--- src/rtl/cpu_common_pkg.sv ---
`default_nettype none
// ----------------------------------------------------------------------------
// cpu_common_pkg : shared CPU types and write-back requester indices. Rev 1.0
// ----------------------------------------------------------------------------
package cpu_common_pkg;

  typedef logic [4:0]  regaddr_t;
  typedef logic [31:0] word_t;

  typedef struct packed {
    regaddr_t rd;
    word_t    data;
  } wb_req_t;

  localparam int WB_N_REQ   = 4;
  localparam int WB_REQ_ALU = 0;
  localparam int WB_REQ_LSU = 1;
  localparam int WB_REQ_CSR = 2;
  localparam int WB_REQ_MUL = 3;

endpackage
`default_nettype wire

--- src/rtl/rr_arbiter.sv ---
`default_nettype none
// ----------------------------------------------------------------------------
// rr_arbiter : generic N-way round-robin picker (requests + pointer -> grant). Rev 1.0
// ----------------------------------------------------------------------------
module rr_arbiter #(
  parameter int N  = 4,
  parameter int PW = (N > 1) ? $clog2(N) : 1
) (
  input  logic [N-1:0]  i_req,
  input  logic [PW-1:0] i_ptr,
  output logic [N-1:0]  o_gnt,
  output logic [PW-1:0] o_idx,
  output logic          o_any
);

  localparam logic [PW:0] c_n = (PW+1)'(N);

  logic [2*N-1:0] w_dbl;
  logic [PW-1:0]  w_off;
  logic [PW:0]    w_sum;

  // Rotate the request vector so the pointer position lands on bit 0.
  assign w_dbl = {i_req, i_req} >> i_ptr;
  assign o_any = |i_req;

  always_comb begin
    w_off = '0;
    for (int i = N - 1; i >= 0; i--) begin
      if (w_dbl[i]) w_off = PW'(i);
    end
    w_sum = {1'b0, i_ptr} + {1'b0, w_off};
    if (w_sum >= c_n) w_sum = w_sum - c_n;
  end

  assign o_idx = w_sum[PW-1:0];

  always_comb begin
    o_gnt = '0;
    for (int j = 0; j < N; j++) begin
      o_gnt[j] = o_any && (o_idx == PW'(j));
    end
  end

endmodule
`default_nettype wire

--- src/rtl/wb_arbiter.sv ---
`default_nettype none
// ----------------------------------------------------------------------------
// wb_arbiter : round-robin share of the register-file write port. Rev 1.0
// ----------------------------------------------------------------------------
module wb_arbiter
  import cpu_common_pkg::*;
#(
  parameter int N_REQ   = WB_N_REQ,
  parameter int RR_INIT = 0
) (
  input  logic                   clk_i,
  input  logic                   rst_ni,
  input  regaddr_t [N_REQ-1:0]   req_rd_i,
  input  word_t    [N_REQ-1:0]   req_data_i,
  input  logic     [N_REQ-1:0]   req_valid_i,
  output logic     [N_REQ-1:0]   req_ready_o,
  output regaddr_t               rf_wr_addr_o,
  output word_t                  rf_wr_data_o,
  output logic                   rf_wr_en_o,
  output logic     [N_REQ-1:0]   grant_o,
  output logic     [N_REQ-1:0]   pending_o
);

  localparam int PW = (N_REQ > 1) ? $clog2(N_REQ) : 1;

  logic [PW-1:0]    r_ptr;
  logic             r_wen;
  regaddr_t         r_addr;
  word_t            r_data;
  logic [N_REQ-1:0] r_grant;

  logic [N_REQ-1:0] w_gnt;
  logic [PW-1:0]    w_idx;
  logic             w_any;
  logic             w_xfer;
  wb_req_t          w_win;

  rr_arbiter #(
    .N  (N_REQ),
    .PW (PW)
  ) u_rr (
    .i_req (req_valid_i),
    .i_ptr (r_ptr),
    .o_gnt (w_gnt),
    .o_idx (w_idx),
    .o_any (w_any)
  );

  assign req_ready_o = w_gnt & {N_REQ{rst_ni}};
  assign pending_o   = req_valid_i & ~req_ready_o;
  assign w_xfer      = w_any & rst_ni;
  assign w_win.rd    = req_rd_i[w_idx];
  assign w_win.data  = req_data_i[w_idx];

  always_ff @(posedge clk_i) begin
    if (!rst_ni) begin
      r_ptr   <= PW'(RR_INIT);
      r_wen   <= 1'b0;
      r_addr  <= '0;
      r_data  <= '0;
      r_grant <= '0;
    end else begin
      r_wen   <= 1'b0;
      r_grant <= '0;
      if (w_xfer) begin
        r_ptr   <= (w_idx == PW'(N_REQ - 1)) ? '0 : w_idx + PW'(1);
        r_grant <= w_gnt;
        // Writes to x0 are consumed but never reach the register file.
        if (w_win.rd != '0) begin
          r_wen  <= 1'b1;
          r_addr <= w_win.rd;
          r_data <= w_win.data;
        end
      end
    end
  end

  assign rf_wr_en_o   = r_wen;
  assign rf_wr_addr_o = r_addr;
  assign rf_wr_data_o = r_data;
  assign grant_o      = r_grant;

  a_ready_onehot0 : assert property (@(posedge clk_i) $onehot0(req_ready_o));

  generate
    for (genvar k = 0; k < N_REQ; k++) begin : g_req_chk
      a_ready_needs_valid : assert property (@(posedge clk_i)
        req_ready_o[k] |-> req_valid_i[k]);
      a_valid_held : assert property (@(posedge clk_i) disable iff (!rst_ni)
        (req_valid_i[k] && !req_ready_o[k]) |=> req_valid_i[k]);
    end
  endgenerate

endmodule
`default_nettype wire

--- config.mk ---
export PLATFORM = sky130hd
export DESIGN_NAME = wb_arbiter
export DESIGN_NICKNAME = d
export VERILOG_FILES = /design/src/rtl/cpu_common_pkg.sv /design/src/rtl/rr_arbiter.sv /design/src/rtl/wb_arbiter.sv
export SDC_FILE = /design/constraint.sdc
export NUM_CORES = 1
export LEC_CHECK = 0
export CAP_MARGIN = 20
export CORE_ASPECT_RATIO = 1.4
export CORE_MARGIN = 1.5
export CORE_UTILIZATION = 35
export CTS_BUF_LIST = sky130_fd_sc_hd__clkbuf_8
export DETAILED_ROUTE_END_ITERATION = 7
export HOLD_SLACK_MARGIN = 0.08
export PLACE_DENSITY = 0.92
export SYNTH_ARGS = -nofsm -noshare
export SYNTH_HDL_FRONTEND = slang
export SYNTH_SLANG_ARGS = --single-unit
export TNS_END_PERCENT = 10
--- constraint.sdc ---
create_clock -name clk_i -period 6.4 [get_ports clk_i]
set_input_delay 1.92 -clock clk_i [delete_from_list [all_inputs] [get_ports clk_i]]
set_output_delay 1.92 -clock clk_i [all_outputs]
set_load 0.02 [all_outputs]
==> results of run 1 <==
path summary, 6_finish.rpt:
check	start	end	slack (ns)
max reg2reg	r_ptr[0]$_SDFFE_PN0P_	rf_wr_addr_o[2]$_SDFFE_PN0P_	2.74
max	req_valid_i[2]	req_ready_o[3]	0.09
min reg2reg	rf_wr_addr_o[2]$_SDFFE_PN0P_	rf_wr_addr_o[2]$_SDFFE_PN0P_	0.48
min	rf_wr_addr_o[2]$_SDFFE_PN0P_	rf_wr_addr_o[2]$_SDFFE_PN0P_	0.48
metal layers:
layer  up-vias  routed length, µm  global-route usage [%]  share of wire (%)
met2       129               5740                    44.9                 57
met3        22                557                    4.58                5.6
li1       1321                  -                       -                  -
met5         -                  0                       0                  0
met4         0                255                    7.92                2.5
met1      1395               3470                    23.8                 35
critical path, stage by stage:
cell and delay [ns]:
sky130_fd_sc_hd__clkdlybuf4s50_1 0.47, sky130_fd_sc_hd__buf_4 0.18, sky130_fd_sc_hd__buf_4 0.14, sky130_fd_sc_hd__nor4_1 0.28, sky130_fd_sc_hd__a211o_1 0.17, sky130_fd_sc_hd__ha_2 0.19, sky130_fd_sc_hd__xnor2_1 0.12, sky130_fd_sc_hd__buf_4 0.16
sky130_fd_sc_hd__xnor2_4 0.13, sky130_fd_sc_hd__ha_1 0.20, sky130_fd_sc_hd__and2_1 0.16, sky130_fd_sc_hd__clkdlybuf4s15_2 0.27
cell usage in the layout (no fill, tap or decap), drive strengths merged, types with 2 or more instances in the layout:
master and n:
clkbuf 9, clkinv 3, a21oi 2, a31oi 2, and2 4, nor4b 2
ha 3, nor4 2, o21ai 2, xnor2 2, mux4 36, nand2 12
dfxtp 44, o2111ai 2, nor2b 8, clkdlybuf4s50 194, buf 26, a22o 36
nor3 7, or4 3, clkdlybuf4s15 2, nor2 14, mux2i 4
final cells by class:
| cell class | instances | area (µm²) | area share (%) |
|---|---|---|---|
| clock buffer | 5 | 68.8 | 1.36 |
| clock inverter | 3 | 18.8 | 0.371 |
| inverter | 1 | 3.75 | 0.0742 |
| multi-input combinational | 157 | 1760 | 34.7 |
| sequential | 44 | 881 | 17.4 |
| tap | 100 | 125 | 2.47 |
| timing repair buffer | 227 | 2200 | 43.6 |
flip-flops by register name (all words and copies together), names as in the netlist:
register,count
grant_o,4
r_ptr,2
rf_wr_addr_o,5
rf_wr_data_o,32
rf_wr_en_o,1
where the power goes:
part / leakage (nW) / switching [mW] / internal (mW)
Clock: 0.0479 / 0.0993 / 0.0763
Sequential: 0.366 / 0.0653 / 0.397
Combinational: 1.52 / 0.797 / 0.943
Total: 1.93 / 0.962 / 1.42
repair_timing:
action / 4_1_cts / 5_1_grt
setup endpoints to repair: 8 / 8
endpoints found under the hold margin: 0 / 0
gates resized for setup: 19 / 12
pin swaps: 0 / 1
hold buffers: 0 / 0
kinds of logic after synthesis:
logic type,count (synthesis),synth area share [%]
AO/OA/AOI/OAI,52,16.2
XOR/XNOR,3,1.65
AND/OR/NAND/NOR,58,12.3
buffers and inverters,21,4.30
adder cells (fa/ha/maj),3,1.37
flip-flops,44,32.2
multiplexers,41,32.0
through the flow:
stage                     cells  TNS (ns)  hold WS (ns)
after global routing        537    -0.150         0.502
after CTS                   537         0         0.479
after detailed placement    529     -2.64         0.463
after floorplan             222    -0.133         0.532
after global placement      529     -1.88         0.445
final                       537         0         0.475
==> results.py, run 1 <==
metrics = {
    "logic_synthesis": {
        "number_of_synthesized_flops_with_an_enable_pin": 0,
        "synth.top_cell.area_share_pct": 32.2,
        "postSynth.asyncResetShare_pct": 0,
        "post-synth-top-area-cell": "sky130_fd_sc_hd__dfxtp_1",
        "main_flop_type_after_synthesis": "sky130_fd_sc_hd__dfxtp_1",
        "yosys_warnings": 0,
        "synthesis.area_per_instance_um2": 12.3,
        "synth_cells": 222,
        "post_synth_most_frequent_cells": "44 x sky130_fd_sc_hd__dfxtp_1, 36 x sky130_fd_sc_hd__a22o_1, 36 x sky130_fd_sc_hd__mux4_2, 14 x sky130_fd_sc_hd__nor2_1, 11 x sky130_fd_sc_hd__nand2_1",
        "post-synth-top-count-cell": "sky130_fd_sc_hd__dfxtp_1",
        "synth-seq-cells": 44,
        "seq_area_frac_synth_pct": 32.2,
        "synth_nets": 379,
        "synth.distinct_cells": 44,
        "synth_top_cells_by_area": "sky130_fd_sc_hd__dfxtp_1 32%, sky130_fd_sc_hd__mux4_2 30%, sky130_fd_sc_hd__a22o_1 12%",
        "syn-cell-area_um2": 2740,
    },
    "timing": {
        "setup-violations-final": 0,
        "worstMarginPinSlew_ns": 0.597,
        "final_min_period_over_clock_period_pct": 98.6,
        "final-hold-violation-count": 0,
        "worst_clock_skew_ns": 0.00600,
        "setup_ws_ns": 0.0897,
        "post-route-min-period_ns": 6.31,
        "timing.final.max_slew_violations": 0,
        "max-slew-margin-rel_pct": 59.4,
        "max_freq_mhz": 158,
        "unrepaired_setup_endpoints_after_global_routing": "yes",
    },
    "power_and_ir_drop": {
        "power.static_leakage_nw": 1.93,
        "power_density_nw_per_um2": 470,
        "total_power_mw": 2.38,
        "ir_drop_v": 0.000587,
    },
    "worst_setup_path": {
        "setup.worst_path.start_class": "input port",
        "worstPathRequired_ns": 4.48,
        "crit_arrival_ns": 4.39,
        "crit_path_max_fanout": 4,
        "critical_path_class": "in -> out",
        "reg2regPathDepth": 13,
        "endpoint_kind": "output pin",
    },
    "detailed_routing": {
        "wl_per_cell_um": 18.7,
        "detailroute.via_count": 2867,
        "via_per_inst": 5.34,
        "finalWirelength_um": 10000,
        "drt_first_iter_violations": 123,
        "detail-route-antenna-nets": 0,
        "detail_route.drc_violations": 0,
        "drt_pass1_iterations": 4,
    },
    "clock_network": {
        "clockBufferDepth": 2,
        "clkSinkCount": 44,
        "cts_tree": "yes",
        "cts_inserted_buffers": 5,
        "clock-root-buffer": "sky130_fd_sc_hd__clkbuf_8",
        "cts-htree-levels": 2,
        "insertion_delay_ns": 0.29,
        "clk_pin_slew_worst_paths_ns": 0.09,
        "cts_setup_buffers": 0,
    },
    "place": {
        "hpwl_um": 8130,
        "post_dp_cell_area_um2": 4970,
        "pre_cts_slack_ns": -0.410,
        "portbufs": 203,
        "place.gp.congestion": 0.810,
    },
    "floorplanning": {
        "placementRows": 38,
        "floorplan.die_area_um2": 8360,
        "die_width_um": 77.7,
        "vertical_extent_of_the_die_um": 108,
        "top_level_ports": 204,
        "core_um2": 7650,
        "starting_density_pct": 35.7,
    },
    "global_route": {
        "antenna_found_initial": 0,
        "maximum_number_of_pins_on_one_net_before_global_route_repair": 26,
        "grt_overflow_total": 0,
        "track_usage_pct": 23.0,
        "grt_pass1_wl_um": 14900,
        "first_global_vias": 3020,
    },
    "worst_hold_path": {
        "hold_depth": 2,
        "worst_hold_path_type": "reg -> reg",
    },
    "finish": {
        "total_of_fill_cells_in_the_finished_design": 606,
        "final_core_utilization_pct": 66.1,
        "drive_above_1_share_pct": 19.9,
        "final_nets": 593,
        "areaGrowthSynthToFinish_pct": 84.9,
        "post_layout_instance_area_um2": 5060,
        "antennaDiodeCount": 0,
    },
    "run": {
        "drv_cap": 0,
    },
    "status": {
        "result_of_the_run": "complete, no violations",
    },
}
(Power assumes the default switching activity.)
==> inputs of run 2 (changes only) <==
Settings changed: CORE_AREA from default to 2 2 79 81, CORE_ASPECT_RATIO 1.4 to default, CORE_MARGIN 1.5 to default, CORE_UTILIZATION 35 to default, DIE_AREA from default to 0 0 81 83, DONT_BUFFER_PORTS from default to 1, PLACE_DENSITY 0.92 to 0.72.
Clock period 6.4 ns to 6.1 ns, I/O delays scaled along.
==> results.py, run 2 (synthesis results as in run 1) <==
metrics = {
    "floorplanning": {
        "vertical_extent_of_the_die_um": 83,
        "placementRows": 28,
        "die_width_um": 81,
        "core_um2": 5820,
        "starting_density_pct": 47.0,
        "floorplan.die_area_um2": 6720,
        "top_level_ports": 204,
    },
    "power_and_ir_drop": {
        "power.static_leakage_nw": 1.09,
        "total_power_mw": 2.09,
        "ir_drop_v": 0.000364,
        "power_density_nw_per_um2": 716,
    },
    "place": {
        "place.gp.congestion": 0.798,
        "post_dp_cell_area_um2": 2830,
        "hpwl_um": 6090,
        "pre_cts_slack_ns": 0.422,
        "portbufs": 0,
    },
    "clock_network": {
        "clk_pin_slew_worst_paths_ns": 0.08,
        "cts_inserted_buffers": 5,
        "clockBufferDepth": 2,
        "clkSinkCount": 44,
        "ctsHoldBuffers": 0,
        "cts_setup_buffers": 0,
        "insertion_delay_ns": 0.29,
        "clock-root-buffer": "sky130_fd_sc_hd__clkbuf_8",
        "cts-htree-levels": 2,
        "post_cts_resized": 0,
        "cts_tree": "yes",
    },
    "worst_hold_path": {
        "whs_endpoint": "rf_wr_addr_o[2]$_SDFFE_PN0P_",
        "worst_hold_path_type": "reg -> reg",
        "hold_depth": 2,
        "hold_start": "rf_wr_addr_o[2]$_SDFFE_PN0P_",
    },
    "finish": {
        "drive_above_1_share_pct": 29.8,
        "post_layout_instance_area_um2": 2920,
        "areaGrowthSynthToFinish_pct": 6.91,
        "final_nets": 381,
        "layout_commonest_cell": "sky130_fd_sc_hd__dfxtp_1",
        "most-common-layout-cells": "44 x sky130_fd_sc_hd__dfxtp_1, 36 x sky130_fd_sc_hd__mux4_2, 36 x sky130_fd_sc_hd__a22o_1, 15 x sky130_fd_sc_hd__buf_4, 14 x sky130_fd_sc_hd__nor2_1",
        "largest_reg_flops": 32,
        "antennaDiodeCount": 0,
        "final_core_utilization_pct": 50.3,
    },
    "worst_setup_path": {
        "critical_path.cell_chain": "nor2_1 -> a221oi_1 -> a31oi_1 -> a211o_1 -> ha_2 -> xnor2_1 -> buf_4 -> xnor2_4 -> ha_1 -> and2_1 -> nor2b_1",
        "worst_path_dominant_cell_family": "compound AO/OA/AOI/OAI gates",
        "crit_path_max_fanout": 9,
        "worst_path_slowest_cell": "sky130_fd_sc_hd__nor2b_1",
        "worstPathRequired_ns": 4.27,
        "ff2ff_setup_slack_ns": 2.58,
        "setup.worst_path.start_class": "input port",
        "critical_path_class": "in -> out",
        "endpoint_kind": "output pin",
        "regToRegEndpoint": "rf_wr_data_o[23]$_SDFFE_PN0P_",
        "reg2reg_from": "r_ptr[0]$_SDFFE_PN0P_",
        "crit_arrival_ns": 3.82,
        "critical-path-max-stage-delay_ns": 0.33,
        "worstPathBufferInverterCount": 1,
        "reg2regPathDepth": 12,
    },
    "timing": {
        "setup_ws_ns": 0.447,
        "max-slew-margin-rel_pct": 53.9,
        "post-route-min-period_ns": 5.65,
        "setup-violations-final": 0,
        "final_min_period_over_clock_period_pct": 92.7,
        "worstMarginPinSlew_ns": 0.690,
        "final-hold-violation-count": 0,
        "fin_worst_hold_slack_ns": 0.581,
        "timing.final.max_slew_violations": 0,
        "max_freq_mhz": 177,
        "worst_clock_skew_ns": 0.00520,
        "unrepaired_setup_endpoints_after_global_routing": "no",
    },
    "global_route": {
        "grt_pass1_wl_um": 11300,
        "first_global_vias": 2068,
        "grt_overflow_total": 0,
        "track_usage_pct": 21.9,
        "antenna_found_initial": 0,
        "maximum_number_of_pins_on_one_net_before_global_route_repair": 28,
    },
    "detailed_routing": {
        "via_per_inst": 6.75,
        "drt_pass1_iterations": 4,
        "finalWirelength_um": 7530,
        "detail_route.drc_violations": 0,
        "wl_per_cell_um": 25.1,
        "drt_first_iter_violations": 57,
        "detailroute.via_count": 2026,
        "detail-route-antenna-nets": 0,
    },
    "status": {
        "result_of_the_run": "complete, no violations",
    },
    "run": {
        "drv_cap": 0,
    },
}
## run 2: cell types whose count changed in the layout (fill, tap and decap cells not counted), moves of 2 or more
cell / previous run / this run
sky130_fd_sc_hd__nor3_2: 2 / 0
sky130_fd_sc_hd__nor3_1: 5 / 7
sky130_fd_sc_hd__buf_4: 25 / 15
sky130_fd_sc_hd__clkbuf_2: 4 / 0
sky130_fd_sc_hd__clkdlybuf4s50_1: 194 / 0
sky130_fd_sc_hd__clkinv_2: 2 / 0
## run 2: power by group
part           leakage, nW  switching [mW]  internal, mW
clock               0.0486           0.101        0.0905
sequential           0.366           0.229         0.417
combinational        0.673           0.584         0.672
total                 1.09           0.915          1.18
## run 2: per-stage QoR
stage               TNS (ns)  cells
floorplan             -0.607    222
global placement           0    292
detailed placement         0    292
CTS                        0    300
global route               0    300
finish                     0    300
## run 2: metal layers
layer	wire, µm	vias up	track usage (%)
met1	2760	996	25.9
met4	90	0	4.93
met5	0	-	0
met3	698	9	5.87
li1	-	904	-
met2	3980	117	39.1
## run 2: worst max path at each step
stage	startpoint	endpoint	slack, ns	cells past startpoint
after floorplan	req_valid_i[0]	pending_o[0]	-0.18	11
after global placement	req_valid_i[0]	pending_o[3]	0.45	11
after detailed placement	req_valid_i[0]	pending_o[3]	0.42	11
after CTS	req_valid_i[0]	pending_o[3]	0.42	11
after global routing	req_valid_i[0]	pending_o[3]	0.34	11
final	req_valid_i[0]	pending_o[3]	0.45	11
## run 2: cell type report
type,count,area [µm²]
inverter,1,3.75
fill,517,2890
multi-input combinational,157,1740
tap,75,93.8
timing repair buffer,15,113
clock inverter,2,11.3
clock buffer,6,82.6
sequential,44,881
## run 2: worst reg2reg max path: stages, from the launching register on
cell,delay [ns]
sky130_fd_sc_hd__dfxtp_1,0.52
sky130_fd_sc_hd__nor2_1,0.09
sky130_fd_sc_hd__a221oi_1,0.30
sky130_fd_sc_hd__a31oi_1,0.07
sky130_fd_sc_hd__a211o_1,0.29
sky130_fd_sc_hd__ha_2,0.36
sky130_fd_sc_hd__buf_4,0.36
sky130_fd_sc_hd__nor3_1,0.12
sky130_fd_sc_hd__a31oi_1,0.31
sky130_fd_sc_hd__nand2_1,0.14
sky130_fd_sc_hd__mux2i_4,0.34
sky130_fd_sc_hd__buf_4,0.36
sky130_fd_sc_hd__a22o_1,0.20
